### src/rtl/apbuart_pkg.sv
// Shared register map, bit positions and FSM state types for the flattened APB UART.
package apbuart_pkg;

    localparam int unsigned RegData    = 0;
    localparam int unsigned RegStatus  = 1;
    localparam int unsigned RegControl = 2;
    localparam int unsigned RegScaler  = 3;

    localparam int unsigned StDr = 0;
    localparam int unsigned StTs = 1;
    localparam int unsigned StTe = 2;
    localparam int unsigned StBr = 3;
    localparam int unsigned StOv = 4;
    localparam int unsigned StPe = 5;
    localparam int unsigned StFe = 6;

    localparam int unsigned CtRe  = 0;
    localparam int unsigned CtTe  = 1;
    localparam int unsigned CtRi  = 2;
    localparam int unsigned CtTi  = 3;
    localparam int unsigned CtPs  = 4;
    localparam int unsigned CtPen = 5;
    localparam int unsigned CtFl  = 6;
    localparam int unsigned CtLb  = 7;
    localparam int unsigned CtEc  = 8;
    localparam int unsigned CtrlBits = 9;

    typedef enum logic [2:0] {TxIdle, TxStart, TxData, TxParity, TxStop} tx_state_e;
    typedef enum logic [2:0] {RxIdle, RxStart, RxData, RxParity, RxStop} rx_state_e;

    // odd=1 makes the total count of ones (data + parity) odd
    function automatic logic parity_bit(input logic [7:0] data, input logic odd);
        return (^data) ^ odd;
    endfunction

endpackage

### src/rtl/apbuart_baudgen.sv
// Baud scaler: 8x-baud tick from a reloading down-counter, plus the TX bit tick.
module apbuart_baudgen
    import apbuart_pkg::*;
#(
    parameter int unsigned SBITS = 12
) (
    input  logic             clk,
    input  logic             rst,
    input  logic [SBITS-1:0] scaler,
    input  logic             ext_en,
    input  logic             extclk,
    output logic             tick,
    output logic             txtick
);

    logic             ext_s1_q, ext_s2_q, ext_prev_q;
    logic [SBITS-1:0] cnt_q, cnt_d;
    logic [2:0]       txdiv_q, txdiv_d;
    logic             tick_q, tick_d;
    logic             txtick_q, txtick_d;
    logic             step;

    always_comb begin
        step     = ext_en ? (ext_s2_q & ~ext_prev_q) : 1'b1;
        cnt_d    = cnt_q;
        tick_d   = 1'b0;
        txdiv_d  = txdiv_q;
        txtick_d = 1'b0;
        if (step) begin
            if (cnt_q == '0) begin
                cnt_d  = scaler;
                tick_d = 1'b1;
            end else begin
                cnt_d = cnt_q - 1'b1;
            end
        end
        if (tick_q) begin
            txdiv_d  = txdiv_q + 3'd1;
            txtick_d = (txdiv_q == 3'd7);
        end
    end

    always_ff @(posedge clk or negedge rst) begin
        if (!rst) begin
            ext_s1_q   <= 1'b0;
            ext_s2_q   <= 1'b0;
            ext_prev_q <= 1'b0;
            cnt_q      <= '0;
            txdiv_q    <= '0;
            tick_q     <= 1'b0;
            txtick_q   <= 1'b0;
        end else begin
            ext_s1_q   <= extclk;
            ext_s2_q   <= ext_s1_q;
            ext_prev_q <= ext_s2_q;
            cnt_q      <= cnt_d;
            txdiv_q    <= txdiv_d;
            tick_q     <= tick_d;
            txtick_q   <= txtick_d;
        end
    end

    assign tick   = tick_q;
    assign txtick = txtick_q;

endmodule

### src/rtl/apbuart_flat.sv
// APB slave UART with one-entry TX/RX holding registers, optional parity and CTS/RTS flow.
module apbuart_flat
    import apbuart_pkg::*;
#(
    parameter int unsigned PINDEX      = 3,
    parameter logic [11:0] PADDR       = 12'h000,
    parameter logic [11:0] PMASK       = 12'hfff,
    parameter int unsigned CONSOLE     = 0,
    parameter int unsigned PIRQ        = 0,
    parameter int unsigned PARITY      = 1,
    parameter int unsigned FLOW        = 1,
    parameter int unsigned FIFOSIZE    = 1,
    parameter int unsigned ABITS       = 8,
    parameter int unsigned SBITS       = 12,
    parameter int unsigned NAPBSLV     = 16,
    parameter int unsigned NAHBIRQ     = 32,
    parameter int unsigned NTESTINBITS = 4,
    parameter int unsigned NAPBCFG     = 2
) (
    input  logic                    clk,
    input  logic                    rst,
    input  logic [0:NAPBSLV-1]      psel,
    input  logic                    penable,
    input  logic [31:0]             paddr,
    input  logic                    pwrite,
    input  logic [31:0]             pwdata,
    input  logic [NAHBIRQ-1:0]      pirq_i,
    input  logic                    testen,
    input  logic                    testrst,
    input  logic                    scanen,
    input  logic                    testoen,
    input  logic [NTESTINBITS-1:0]  testin,
    output logic [31:0]             prdata,
    output logic [NAHBIRQ-1:0]      pirq_o,
    output logic [32*NAPBCFG-1:0]   pconfig,
    output logic [31:0]             pindex,
    input  logic                    rxd,
    input  logic                    ctsn,
    input  logic                    extclk,
    output logic                    rtsn,
    output logic                    txd,
    output logic [SBITS-1:0]        scaler,
    output logic                    txen,
    output logic                    rxen,
    output logic                    flow,
    output logic                    txtick,
    output logic                    rxtick
);

    localparam logic [ABITS-3:0] WData    = (ABITS-2)'(RegData);
    localparam logic [ABITS-3:0] WStatus  = (ABITS-2)'(RegStatus);
    localparam logic [ABITS-3:0] WControl = (ABITS-2)'(RegControl);
    localparam logic [ABITS-3:0] WScaler  = (ABITS-2)'(RegScaler);
    localparam logic [CtrlBits-1:0] CtrlMask =
        {2'b11, FLOW != 0, PARITY != 0, PARITY != 0, 4'hF};
    localparam logic [31:0] CfgId  = {8'h01, 12'h00C, 7'd0, 5'(PIRQ)};
    localparam logic [31:0] CfgBar = {PADDR, 4'h0, PMASK, 4'h1};
    localparam logic [63:0] Cfg    = {CfgBar, CfgId};

    logic [CtrlBits-1:0] ctrl_q, ctrl_d;
    logic [SBITS-1:0]    scaler_q, scaler_d;
    logic dr_q, dr_d, ts_q, ts_d, te_q, te_d, br_q, br_d, ov_q, ov_d, pe_q, pe_d, fe_q, fe_d;
    logic [7:0] thold_q, thold_d, rhold_q, rhold_d;
    tx_state_e  tx_state_q, tx_state_d;
    logic [7:0] tshift_q, tshift_d;
    logic [2:0] tbit_q, tbit_d;
    logic       tpar_q, tpar_d, txd_q, txd_d;
    rx_state_e  rx_state_q, rx_state_d;
    logic [7:0] rshift_q, rshift_d;
    logic [2:0] rbit_q, rbit_d, rcnt_q, rcnt_d;
    logic       rperr_q, rperr_d;
    logic       rx_s1_q, rx_s2_q, rx_prev_q, cts_s1_q, cts_s2_q;
    logic       rtsn_q, rtsn_d, irq_q, irq_d, rxtick_q, rxtick_d;

    logic             tick, txtick_int, sel, wr, rd_sel, rx_in, load, frame_done;
    logic [ABITS-3:0] widx;
    logic [31:0]      status;

    apbuart_baudgen #(
        .SBITS (SBITS)
    ) u_baudgen (
        .clk    (clk),
        .rst    (rst),
        .scaler (scaler_q),
        .ext_en (ctrl_q[CtEc]),
        .extclk (extclk),
        .tick   (tick),
        .txtick (txtick_int)
    );

    assign sel    = psel[PINDEX];
    assign widx   = paddr[ABITS-1:2];
    assign wr     = sel & penable & pwrite;
    assign rd_sel = sel & ~pwrite;
    assign rx_in  = ctrl_q[CtLb] ? txd_q : rx_s2_q;
    assign status = {21'b0, dr_q, ~te_q, dr_q, te_q, fe_q, pe_q, ov_q, br_q, te_q, ts_q, dr_q};

    always_comb begin
        prdata = '0;
        if (rd_sel) begin
            case (widx)
                WData:    prdata = {24'b0, rhold_q};
                WStatus:  prdata = status;
                WControl: prdata = {{(32-CtrlBits){1'b0}}, ctrl_q};
                WScaler:  prdata = 32'(scaler_q);
                default:  prdata = '0;
            endcase
        end
    end

    always_comb begin
        ctrl_d = ctrl_q;  scaler_d = scaler_q;
        dr_d = dr_q;  ts_d = ts_q;  te_d = te_q;  br_d = br_q;
        ov_d = ov_q;  pe_d = pe_q;  fe_d = fe_q;
        thold_d = thold_q;  rhold_d = rhold_q;
        tx_state_d = tx_state_q;  tshift_d = tshift_q;  tbit_d = tbit_q;
        tpar_d = tpar_q;  txd_d = txd_q;
        rx_state_d = rx_state_q;  rshift_d = rshift_q;  rbit_d = rbit_q;
        rcnt_d = rcnt_q;  rperr_d = rperr_q;
        load = 1'b0;  frame_done = 1'b0;  rxtick_d = 1'b0;

        unique case (tx_state_q)
            TxIdle: begin
                if (txtick_int && ctrl_q[CtTe] && !te_q && (!ctrl_q[CtFl] || !cts_s2_q)) begin
                    load       = 1'b1;
                    tshift_d   = thold_q;
                    tpar_d     = parity_bit(thold_q, ctrl_q[CtPs]);
                    txd_d      = 1'b0;
                    te_d       = 1'b1;
                    ts_d       = 1'b0;
                    tx_state_d = TxStart;
                end
            end
            TxStart: begin
                if (txtick_int) begin
                    txd_d      = tshift_q[0];
                    tshift_d   = tshift_q >> 1;
                    tbit_d     = 3'd0;
                    tx_state_d = TxData;
                end
            end
            TxData: begin
                if (txtick_int) begin
                    if (tbit_q == 3'd7) begin
                        txd_d      = ctrl_q[CtPen] ? tpar_q : 1'b1;
                        tx_state_d = ctrl_q[CtPen] ? TxParity : TxStop;
                    end else begin
                        txd_d    = tshift_q[0];
                        tshift_d = tshift_q >> 1;
                        tbit_d   = tbit_q + 3'd1;
                    end
                end
            end
            TxParity: begin
                if (txtick_int) begin
                    txd_d      = 1'b1;
                    tx_state_d = TxStop;
                end
            end
            TxStop: begin
                if (txtick_int) begin
                    ts_d       = 1'b1;
                    tx_state_d = TxIdle;
                end
            end
            default: tx_state_d = TxIdle;
        endcase

        // rcnt counts ticks within a bit; start is checked on the 4th, later bits on the 8th
        unique case (rx_state_q)
            RxIdle: begin
                if (ctrl_q[CtRe] && rx_prev_q && !rx_in) begin
                    rcnt_d     = 3'd0;
                    rx_state_d = RxStart;
                end
            end
            RxStart: begin
                if (tick) begin
                    rcnt_d = rcnt_q + 3'd1;
                    if (rcnt_q == 3'd3) begin
                        rxtick_d   = 1'b1;
                        rcnt_d     = 3'd0;
                        rbit_d     = 3'd0;
                        rperr_d    = 1'b0;
                        rx_state_d = rx_in ? RxIdle : RxData;
                    end
                end
            end
            RxData: begin
                if (tick) begin
                    rcnt_d = rcnt_q + 3'd1;
                    if (rcnt_q == 3'd7) begin
                        rxtick_d = 1'b1;
                        rshift_d = {rx_in, rshift_q[7:1]};
                        rbit_d   = rbit_q + 3'd1;
                        if (rbit_q == 3'd7) begin
                            rx_state_d = ctrl_q[CtPen] ? RxParity : RxStop;
                        end
                    end
                end
            end
            RxParity: begin
                if (tick) begin
                    rcnt_d = rcnt_q + 3'd1;
                    if (rcnt_q == 3'd7) begin
                        rxtick_d   = 1'b1;
                        rperr_d    = rx_in ^ parity_bit(rshift_q, ctrl_q[CtPs]);
                        rx_state_d = RxStop;
                    end
                end
            end
            RxStop: begin
                if (tick) begin
                    rcnt_d = rcnt_q + 3'd1;
                    if (rcnt_q == 3'd7) begin
                        rxtick_d   = 1'b1;
                        frame_done = 1'b1;
                        rx_state_d = RxIdle;
                    end
                end
            end
            default: rx_state_d = RxIdle;
        endcase

        if (wr) begin
            case (widx)
                WData: begin
                    thold_d = pwdata[7:0];
                    te_d    = 1'b0;
                end
                WStatus: begin
                    br_d = pwdata[StBr];
                    ov_d = pwdata[StOv];
                    pe_d = pwdata[StPe] & (PARITY != 0);
                    fe_d = pwdata[StFe];
                end
                WControl: ctrl_d = pwdata[CtrlBits-1:0] & CtrlMask;
                WScaler:  scaler_d = pwdata[SBITS-1:0];
                default: ;
            endcase
        end

        if (sel && penable && !pwrite && widx == WData) begin
            dr_d = 1'b0;
        end

        if (frame_done) begin
            if (dr_d) begin
                ov_d = 1'b1;
            end else begin
                rhold_d = rshift_q;
                dr_d    = 1'b1;
            end
            if (!rx_in) begin
                fe_d = 1'b1;
                if (rshift_q == 8'h00) br_d = 1'b1;
            end
            if (rperr_q) pe_d = 1'b1;
        end

        rtsn_d = ~(ctrl_q[CtRe] & ~(ctrl_q[CtFl] & dr_q));
        irq_d  = (frame_done & ctrl_q[CtRi]) | (load & ctrl_q[CtTi]);
    end

    always_ff @(posedge clk or negedge rst) begin
        if (!rst) begin
            ctrl_q <= '0;  scaler_q <= '0;
            dr_q <= 1'b0;  ts_q <= 1'b1;  te_q <= 1'b1;  br_q <= 1'b0;
            ov_q <= 1'b0;  pe_q <= 1'b0;  fe_q <= 1'b0;
            thold_q <= '0;  rhold_q <= '0;
            tx_state_q <= TxIdle;  tshift_q <= '0;  tbit_q <= '0;
            tpar_q <= 1'b0;  txd_q <= 1'b1;
            rx_state_q <= RxIdle;  rshift_q <= '0;  rbit_q <= '0;
            rcnt_q <= '0;  rperr_q <= 1'b0;
            rx_s1_q <= 1'b1;  rx_s2_q <= 1'b1;  rx_prev_q <= 1'b1;
            cts_s1_q <= 1'b1;  cts_s2_q <= 1'b1;
            rtsn_q <= 1'b1;  irq_q <= 1'b0;  rxtick_q <= 1'b0;
        end else begin
            ctrl_q <= ctrl_d;  scaler_q <= scaler_d;
            dr_q <= dr_d;  ts_q <= ts_d;  te_q <= te_d;  br_q <= br_d;
            ov_q <= ov_d;  pe_q <= pe_d;  fe_q <= fe_d;
            thold_q <= thold_d;  rhold_q <= rhold_d;
            tx_state_q <= tx_state_d;  tshift_q <= tshift_d;  tbit_q <= tbit_d;
            tpar_q <= tpar_d;  txd_q <= txd_d;
            rx_state_q <= rx_state_d;  rshift_q <= rshift_d;  rbit_q <= rbit_d;
            rcnt_q <= rcnt_d;  rperr_q <= rperr_d;
            rx_s1_q <= rxd;  rx_s2_q <= rx_s1_q;  rx_prev_q <= rx_in;
            cts_s1_q <= ctsn;  cts_s2_q <= cts_s1_q;
            rtsn_q <= rtsn_d;  irq_q <= irq_d;  rxtick_q <= rxtick_d;
        end
    end

    assign txd     = txd_q;
    assign rtsn    = rtsn_q;
    assign scaler  = scaler_q;
    assign txen    = ctrl_q[CtTe];
    assign rxen    = ctrl_q[CtRe];
    assign flow    = ctrl_q[CtFl];
    assign txtick  = txtick_int;
    assign rxtick  = rxtick_q;
    assign pirq_o  = NAHBIRQ'(irq_q) << PIRQ;
    assign pconfig = Cfg[32*NAPBCFG-1:0];
    assign pindex  = 32'(PINDEX);

    logic unused_inputs;
    assign unused_inputs = ^{psel, paddr, pwdata, pirq_i, testen, testrst, scanen, testoen,
                             testin, rbit_q, 32'(CONSOLE), 32'(FIFOSIZE)};

endmodule

### config.mk
export PLATFORM = sky130hd
export DESIGN_NAME = apbuart_flat
export DESIGN_NICKNAME = d
export VERILOG_FILES = /design/src/rtl/apbuart_pkg.sv /design/src/rtl/apbuart_baudgen.sv /design/src/rtl/apbuart_flat.sv
export SDC_FILE = /design/constraint.sdc
export NUM_CORES = 1
export LEC_CHECK = 0
export ABC_CLOCK_PERIOD_IN_PS = 3800
export CORE_MARGIN = 5
export CORE_UTILIZATION = 45
export DETAILED_ROUTE_END_ITERATION = 6
export GPL_TIMING_DRIVEN = 0
export HOLD_SLACK_MARGIN = 0.12
export PLACE_DENSITY_LB_ADDON = 0.05
export SYNTH_ARGS = -nofsm -noshare
export SYNTH_HDL_FRONTEND = slang
export SYNTH_SLANG_ARGS = --single-unit
### constraint.sdc
create_clock -name clk -period 3.8 [get_ports clk]
set_input_delay 0.76 -clock clk [delete_from_list [all_inputs] [get_ports clk]]
set_output_delay 0.76 -clock clk [all_outputs]
set_load 0.005 [all_outputs]
After elaboration in Yosys (flattened, before gate mapping)
Index checks and enable logic that the tools add are counted.
Widths: inputs -> output; s select.
Cells by class
  $add $sub $neg: 5
  eq/ne operators: 34
  multiplexer cells: 90
  bitwise operators: 18
  reduce and logical (&&, ||, !) cells: 44
Operators with widths (count)
  $mux 3: 27
  $pmux 12 s4: 1
  $mux 1: 45
  $mux 32: 1
  $mux 8: 4
  $pmux 3 s5: 2
  $pmux 8 s3: 1
  $reduce_and 5->1: 4
  $eq 3x3->1 const B: 6
  $ne 2x1->1 const B: 9
  $ne 2x2->1 const B: 9
  $reduce_xor 8->1: 2
  $eq 3x2->1 const B: 5
  $add 3x1->3 const B: 4
  $eq 6x2->1 const B: 2
  $logic_not 12->1: 1
  $mux 12: 1
  $pmux 3 s2: 2
  $sub 12x1->12 const B: 1
  $reduce_and 10->1: 1
  $reduce_and 2->1: 5
  $pmux 3 s3: 1
  $and 1x1->1: 8
  $logic_and 1x1->1: 8
  20 further kinds: 41
Storage, ports and cells
  flip-flop bits (word level): 106
  input bits: 127
  output and inout port bits: 179
  logic and storage cells: 227

Longest topological paths before layout
Gate-level depths: netlist (run 1).
  depth in word-level cells: 7
  mapped depth: 8
  gate-level depth less buffers: 7

Hierarchy
Synthesis (run 1) repeated with hierarchy kept, for this count alone.
Second synthesis, totals
  cells, all modules: 614
  area total of the unflattened synthesis: 6476.2 µm²
By module, submodules not included
  apbuart_flat: times used 1, cells each 514, area each 5383.9 µm², sequential area each 2163.3 µm²
  apbuart_baudgen: times used 1, cells each 100, area each 1092.3 µm², sequential area each 500.5 µm²

Least setup slack after synthesis (run 1)
Ideal clock, no wire load.
  path kind: input-to-output
  start point: in paddr[5]
  end point: out prdata[1]
  data arrival time: 1961 ps
  required time: 3040 ps
  slack: 1079 ps
  stages on the path: 4
  buffers on the path: 0
  cells stage by stage: or4_4 -> nor3b_4 -> a22oi_1 -> a21oi_1
On the way
  longest elaborated chain between the ends: 3
  elaborated cells on any way between the ends: 6
  classes of those cells: eq/ne: 3; mux: 2; reduce/logical: 1
RTL lines
  start, declared: line apbuart_flat.sv:24  | input logic [31:0] paddr,
  $eq 6x2->1 (tied with other cells): line apbuart_flat.sv:101  | case (widx)
  $pmux 12 s4 (*): line apbuart_flat.sv:101
  $mux 32 (*): line apbuart_flat.sv:100  | if (rd_sel) begin
  end, declared: line apbuart_flat.sv:33  | output logic [31:0] prdata,
Mark *: on every way between the ends. The rest lies on a longest branch, timed or not.

Worst setup path after layout (run 1)
  start point: in paddr[6]
  end point: out prdata[6]
The elaborated chain is that of the path after synthesis.

==> results of run 1 <==
-- routing by layer --
metal  up-vias  share of wire  track usage
met5         -              0            0
li1       2339              -            -
met3        22          0.074       0.0482
met1      2233           0.40        0.216
met4         0          0.020       0.0500
met2       175           0.51        0.298
-- layout make-up --
class	count	area [sq um]	area share
Multi-Input combinational cell	485	3050	0.375
Sequential cell	106	2660	0.328
Buffer	164	1180	0.145
Timing Repair Buffer	62	644	0.0793
Clock buffer	14	254	0.0313
Tap cell	180	225	0.0277
Inverter	25	93.8	0.0115
Clock inverter	2	15.0	0.00185
-- what timing repair did --
item                       CTS  global route
setup endpoints to repair    9            11
hold buffers                 0             0
gates cloned                 1             0
pin swaps                    2             2
gates resized for setup      2            12
buffers inserted             4             0
-- logic make-up (layout without fill, tap and decap cells) --
group / Yosys count / in the layout / synth area share
buffers and inverters: 189 / 267 / 0.199
multiplexers: 65 / 65 / 0.113
adder cells (fa/ha/maj): 17 / 17 / 0.0332
other: 2 / 147 / 0.00117
flip-flops: 106 / 106 / 0.416
XOR/XNOR: 14 / 14 / 0.0192
AO/OA/AOI/OAI: 116 / 116 / 0.116
AND/OR/NAND/NOR: 125 / 126 / 0.102
-- Yosys cell counts, types with 2 or more instances --
| cell type | instances |
|---|---|
| buf_4 | 149 |
| dfrtp_1 | 97 |
| mux2_2 | 58 |
| nand2_1 | 43 |
| o21ai_0 | 32 |
| a21oi_1 | 27 |
| inv_1 | 25 |
| ha_1 | 17 |
| nor2_1 | 17 |
| a22oi_1 | 16 |
| nor2b_1 | 13 |
| clkbuf_1 | 12 |
| nand3_1 | 11 |
| xnor2_1 | 11 |
| and3_1 | 10 |
| a31oi_1 | 9 |
| dfstp_2 | 9 |
| mux2i_1 | 7 |
| nor3_1 | 5 |
| nand4_1 | 4 |
| a21o_1 | 3 |
| nand2b_1 | 3 |
| nor3b_1 | 3 |
| nor4_1 | 3 |
| o21a_1 | 3 |
| o41ai_1 | 3 |
| xor2_1 | 3 |
| a22o_1 | 2 |
| a41o_1 | 2 |
| a41oi_1 | 2 |
| and2_1 | 2 |
| buf_2 | 2 |
| conb_1 | 2 |
| o21ai_1 | 2 |
-- worst max path at each step --
stage / end / cells past startpoint / start / slack, ns
6_report: prdata[6] / 6 / paddr[6] / 0.05
5_1_grt: prdata[6] / 7 / paddr[6] / -0.0002
4_1_cts: prdata[7] / 7 / paddr[5] / 0.03
3_5_place_dp: prdata[7] / 7 / paddr[5] / -0.16
3_3_place_gp: rshift_q[2]$_DFFE_PN0P_ / 1 / rst / -1.98
2_1_floorplan: prdata[1] / 4 / paddr[5] / 1.08
-- sequential cells by signal, indices dropped and copies added (netlist names), 3 cells and up --
| register | flops |
|---|---|
| tshift_q | 8 |
| scaler | 12 |
| rbit_q | 3 |
| ctrl_q | 9 |
| thold_q | 8 |
| u_baudgen.cnt_q | 12 |
| tbit_q | 3 |
| u_baudgen.txdiv_q | 3 |
| tx_state_q | 3 |
| rcnt_q | 3 |
| rshift_q | 8 |
| rhold_q | 8 |
| rx_state_q | 3 |
-- power groups by stage --
| stage | registers [uW] | clock network, uW | logic, uW |
|---|---|---|---|
| after floorplan | 1330 | 0 | 476 |
| after global placement | 1350 | 0 | 612 |
| after detailed placement | 1360 | 0 | 637 |
| after CTS | 1340 | 897 | 640 |
| after global routing | 1360 | 952 | 736 |
| final | 1340 | 861 | 650 |
-- worst reg2reg max path: stages (launching register included) --
cell and delay, ns:
dfrtp_1 0.37, ha_1 0.24, ha_1 0.26, nand2_1 0.13
nor3_1 0.65, clkbuf_1 0.35, o21ai_0 0.16
-- through the flow --
| step | cells | total power (uW) | utilization |
|---|---|---|---|
| 5_1_grt | 1038 | 3050 | 0.583 |
| 4_1_cts | 1038 | 2880 | 0.580 |
| 2_1_floorplan | 779 | 1810 | - |
| 3_5_place_dp | 1017 | 1990 | 0.557 |
| 6_report | 1038 | 2850 | 0.583 |
| 3_3_place_gp | 1016 | 1970 | 0.555 |
==> results.py, run 1 <==
metrics = {
    "cts": {
        "htreeDepth": 3,
        "cts_tree": "yes",
        "root_buffer": "clkbuf_16",
        "clkTransAtPathRegs_ns": 0.07,
        "ctsLongestPathBuffers": 2,
        "insertion_delay_ns": 0.35,
        "cts_buffers": 9,
        "cts.sinks": 106,
    },
    "place": {
        "dp_hpwl_mm": 11.7,
        "io_buffers": 57,
        "routabilityCongestion": 0.853,
        "place_ws_ns": -0.159,
        "placed_area_sq_um": 7760,
    },
    "final_layout": {
        "finalInstanceArea_sq_um": 8130,
        "area_delta_synth_final_pct": 27.0,
        "finalNetCount": 997,
        "fillers": 1217,
        "layout_commonest_cell": "buf_4",
        "antenna_cells": 0,
        "final_cell_mix": "buf_4, conb_1, dfrtp_1",
        "final_layout_size_suffix_gt1_frac": 0.288,
    },
    "synthesis": {
        "synthFlopType": "dfrtp_1",
        "synth-edff-count": 0,
        "synth_cells": 634,
        "ys_seq_area_frac": 0.416,
        "ys_warn_count": 0,
        "synthArstFlopShare": 1.00,
        "synth_top_area_frac": 0.379,
        "synth_largest_area_cell": "dfrtp_1",
        "synthTopCellsByArea": "dfrtp_1, buf_4, mux2_2",
        "syn_area_sq_um": 6400,
        "syn_area_per_cell_sq_um": 10.1,
        "synth_cell_type_count": 61,
        "synth-seq-cells": 106,
    },
    "setup_path": {
        "rrSetupSlack_ns": 1.49,
        "critical_path.max_fanout": 4,
        "crit_top_cell": "clkdlybuf4s50_1",
        "critical_path.max_stage_delay_ns": 0.62,
        "start_kind": "input pin",
        "rr_startpoint": "rcnt_q[0]$_DFFE_PN0P_",
        "required_ns": 3.04,
        "r2r_end": "rshift_q[2]$_DFFE_PN0P_",
        "reg2reg_depth": 6,
        "crit_chain": "clkdlybuf4s50_1 -> or4_4 -> nor3b_4 -> a22oi_1 -> a21oi_1 -> clkdlybuf4s50_1",
        "cp_top_family": "buffers and inverters",
        "crit_path_end_kind": "output port",
        "cp_num_buf_inv": 2,
        "criticalPathCategory": "input pin to output port",
        "cp.arrival_ns": 2.99,
        "slowest_stage": "or4_4",
    },
    "timing": {
        "setup_viol": 0,
        "finalCritPeriodShare": 0.986,
        "drv_slew": 0,
        "worst_pin_slew_ns": 0.820,
        "tns_ns": 0,
        "hold_viol": 0,
        "holdWs_ns": 0.358,
        "setup_slack_ns": 0.0518,
        "fin_crit_ns": 3.75,
        "clock.fmax_mhz": 267,
        "finClkSkew_ns": 0.00816,
        "relSlewSlack": 0.449,
    },
    "outcome": {
        "status": "finished, final reports clean",
    },
    "worst_hold_path": {
        "hp-class": "flip-flop to flip-flop",
        "holdPathStages": 0,
        "min_to": "u_baudgen.ext_s2_q$_DFF_PN0_",
        "worstHoldStart": "u_baudgen.ext_s1_q$_DFF_PN0_",
    },
    "global_routing": {
        "antenna_found_initial": 0,
        "first_global_vias": 4510,
        "gr-usage-all-layers": 0.174,
        "overflow": 0,
        "grt_pass1_wl_mm": 23.1,
        "grt_max_degree": 65,
    },
    "power": {
        "p_comb_frac": 0.228,
        "p_sw_uw": 835,
        "power.density_nw_per_um2": 351,
        "switching_share": 0.293,
        "pwr-share-clk": 0.302,
        "seq_power_share": 0.470,
        "p_leak_uw": 0.00417,
        "power.internal_uw": 2020,
        "peakVddDrop_v": 0.000318,
    },
    "die": {
        "ios": 306,
        "core_sq_um": 13900,
        "initial_core_util": 0.459,
        "dieArea_sq_um": 16700,
        "num_rows": 43,
        "die_w_microns": 129,
        "die_y_microns": 129,
    },
    "job": {
        "cap_violations": 0,
    },
    "route": {
        "drtIter0Drc": 333,
        "wirelength_mm": 14.9,
        "ant_nets": 0,
        "drt_first_pass_iters": 6,
        "wl_per_cell_microns": 14.4,
        "vias": 4769,
        "drc": 0,
        "vias_per_cell": 4.59,
    },
}
Power figures use the tool's default switching activity.
==> inputs of run 2 (changes only) <==
--- a/config.mk
+++ b/config.mk
@@ -6,8 +6,10 @@
 export NUM_CORES = 1
 export LEC_CHECK = 0
 export ABC_CLOCK_PERIOD_IN_PS = 3800
+export CELL_PAD_IN_SITES_DETAIL_PLACEMENT = 0
+export CELL_PAD_IN_SITES_GLOBAL_PLACEMENT = 2
 export CORE_MARGIN = 5
-export CORE_UTILIZATION = 45
+export CORE_UTILIZATION = 26
 export DETAILED_ROUTE_END_ITERATION = 6
 export GPL_TIMING_DRIVEN = 0
 export HOLD_SLACK_MARGIN = 0.12
==> run 2 against run 1 <==
Compared with the run above:
- sequential power hardly changed
- power is 7.1% higher
- combinational power hardly changed
- clock skew is 0.0027 ns higher
- final area is 2.9% higher
- cell count is 14% higher
- clock power is 23% higher
- largest power group unchanged
==> results.py, run 2 (synthesis results as in run 1) <==
metrics = {
    "route": {
        "wl_per_cell_microns": 14.3,
        "ant_nets": 0,
        "vias": 4678,
        "drt_first_pass_iters": 4,
        "drc": 0,
        "drtIter0Drc": 144,
        "wirelength_mm": 16.9,
        "vias_per_cell": 3.97,
    },
    "global_routing": {
        "gr-usage-all-layers": 0.120,
        "overflow": 0,
        "first_global_vias": 4670,
        "grt_pass1_wl_mm": 26.9,
        "grt_max_degree": 58,
        "antenna_found_initial": 1,
    },
    "setup_path": {
        "crit_path_end_kind": "output port",
        "cp.arrival_ns": 2.97,
        "criticalPathCategory": "input pin to output port",
        "required_ns": 3.04,
        "rrSetupSlack_ns": 1.50,
        "critical_path.max_fanout": 9,
        "start_kind": "input pin",
    },
    "place": {
        "routabilityCongestion": 0.737,
        "dp_hpwl_mm": 13.4,
        "io_buffers": 57,
    },
    "power": {
        "peakVddDrop_v": 0.000223,
        "power.density_nw_per_um2": 365,
        "p_leak_uw": 0.00425,
        "fin_total_pwr_uw": 3050,
    },
    "die": {
        "core_sq_um": 24200,
        "die_y_microns": 167,
        "dieArea_sq_um": 27900,
        "ios": 306,
        "die_w_microns": 167,
        "num_rows": 57,
        "initial_core_util": 0.264,
    },
    "job": {
        "cap_violations": 0,
    },
    "cts": {
        "ctsLongestPathBuffers": 2,
        "cts.sinks": 106,
        "htreeDepth": 3,
        "clkTransAtPathRegs_ns": 0.06,
        "root_buffer": "clkbuf_16",
        "cts_tree": "yes",
        "cts_buffers": 9,
        "insertion_delay_ns": 0.36,
    },
    "final_layout": {
        "final_layout_size_suffix_gt1_frac": 0.290,
        "antenna_cells": 0,
        "final_cell_mix": "buf_4, conb_1, dfrtp_1",
        "finalNetCount": 994,
        "area_delta_synth_final_pct": 30.6,
        "layout_commonest_cell": "buf_4",
    },
    "timing": {
        "finalCritPeriodShare": 0.980,
        "clock.fmax_mhz": 268,
        "setup_viol": 0,
        "drv_slew": 0,
        "worst_pin_slew_ns": 0.892,
        "relSlewSlack": 0.405,
        "hold_viol": 0,
        "finClkSkew_ns": 0.0109,
        "rsz0062_at_grt": "false",
        "fin_crit_ns": 3.73,
        "tns_ns": 0,
    },
    "worst_hold_path": {
        "hp-class": "flip-flop to flip-flop",
    },
    "outcome": {
        "status": "finished, final reports clean",
    },
}
==> run 2: path summary, 6_finish.rpt <==
| kind | startpoint | end | cells past startpoint |
|---|---|---|---|
| min | u_baudgen.ext_s1_q$_DFF_PN0_ | u_baudgen.ext_s2_q$_DFF_PN0_ | 0 |
| max reg2reg | rcnt_q[0]$_DFFE_PN0P_ | rshift_q[0]$_DFFE_PN0P_ | 6 |
| max in group asynchronous | rst | rtsn$_DFF_PN1_ | 2 |
| min reg2reg | u_baudgen.ext_s1_q$_DFF_PN0_ | u_baudgen.ext_s2_q$_DFF_PN0_ | 0 |
| max | paddr[5] | prdata[8] | 7 |
| min in group asynchronous | rst | u_baudgen.cnt_q[2]$_DFFE_PN0N_ | 1 |
==> run 2: area by class of cell <==
class	instances	area [sq um]
multi-input cells	484	3030
repair buffers	60	646
inverters	25	93.8
well taps	324	405
flip-flops and latches	106	2660
fillers	2557	15900
clock inverters	4	72.6
plain buffers	164	1180
clock buffers	12	267
==> run 2: repair_timing <==
item	in CTS	in global routing
buffers inserted	2	0
resized for setup	3	11
endpoints found under the setup margin	12	9
pin swaps	2	0
hold buffers	0	0
==> run 2: power breakdown <==
| part | internal [uW] | total, uW | switching, uW | leakage (uW) |
|---|---|---|---|---|
| clock network | 631 | 1060 | 429 | 0.000165 |
| logic | 315 | 652 | 337 | 0.00271 |
| registers | 1240 | 1340 | 104 | 0.00138 |
| total | 2180 | 3050 | 870 | 0.00425 |
==> run 2: metrics by stage <==
| stage | std cells | setup slack, ns | util | area (sq um) | hold WS [ns] |
|---|---|---|---|---|---|
| final | 1179 | 0.0750 | 0.345 | 8360 | 0.362 |
| after floorplan | 779 | 1.08 | - | 6940 | 0.331 |
| after global placement | 1160 | -2.36 | 0.327 | 7920 | 0.337 |
| after detailed placement | 1161 | -0.326 | 0.328 | 7950 | 0.351 |
| after CTS | 1179 | 0.0156 | 0.343 | 8320 | 0.367 |
| after global routing | 1179 | 0.00849 | 0.345 | 8360 | 0.373 |
==> run 2: worst max-delay path, cell delays in order <==
cell and delay (ns):
clkdlybuf4s50_1 0.46, or4_4 0.60, nor3b_4 0.18, buf_4 0.18
nand2_1 0.11, a21oi_1 0.13, clkdlybuf4s50_1 0.54
==> run 2: per-layer routing <==
metal / track usage / wire (microns) / up-vias / share of wire
li1: - / - / 2341 / -
met1: 0.151 / 7270 / 2209 / 0.43
met2: 0.204 / 8510 / 106 / 0.50
met3: 0.0263 / 721 / 22 / 0.043
met4: 0.0388 / 374 / 0 / 0.022
met5: 0 / 0 / - / 0
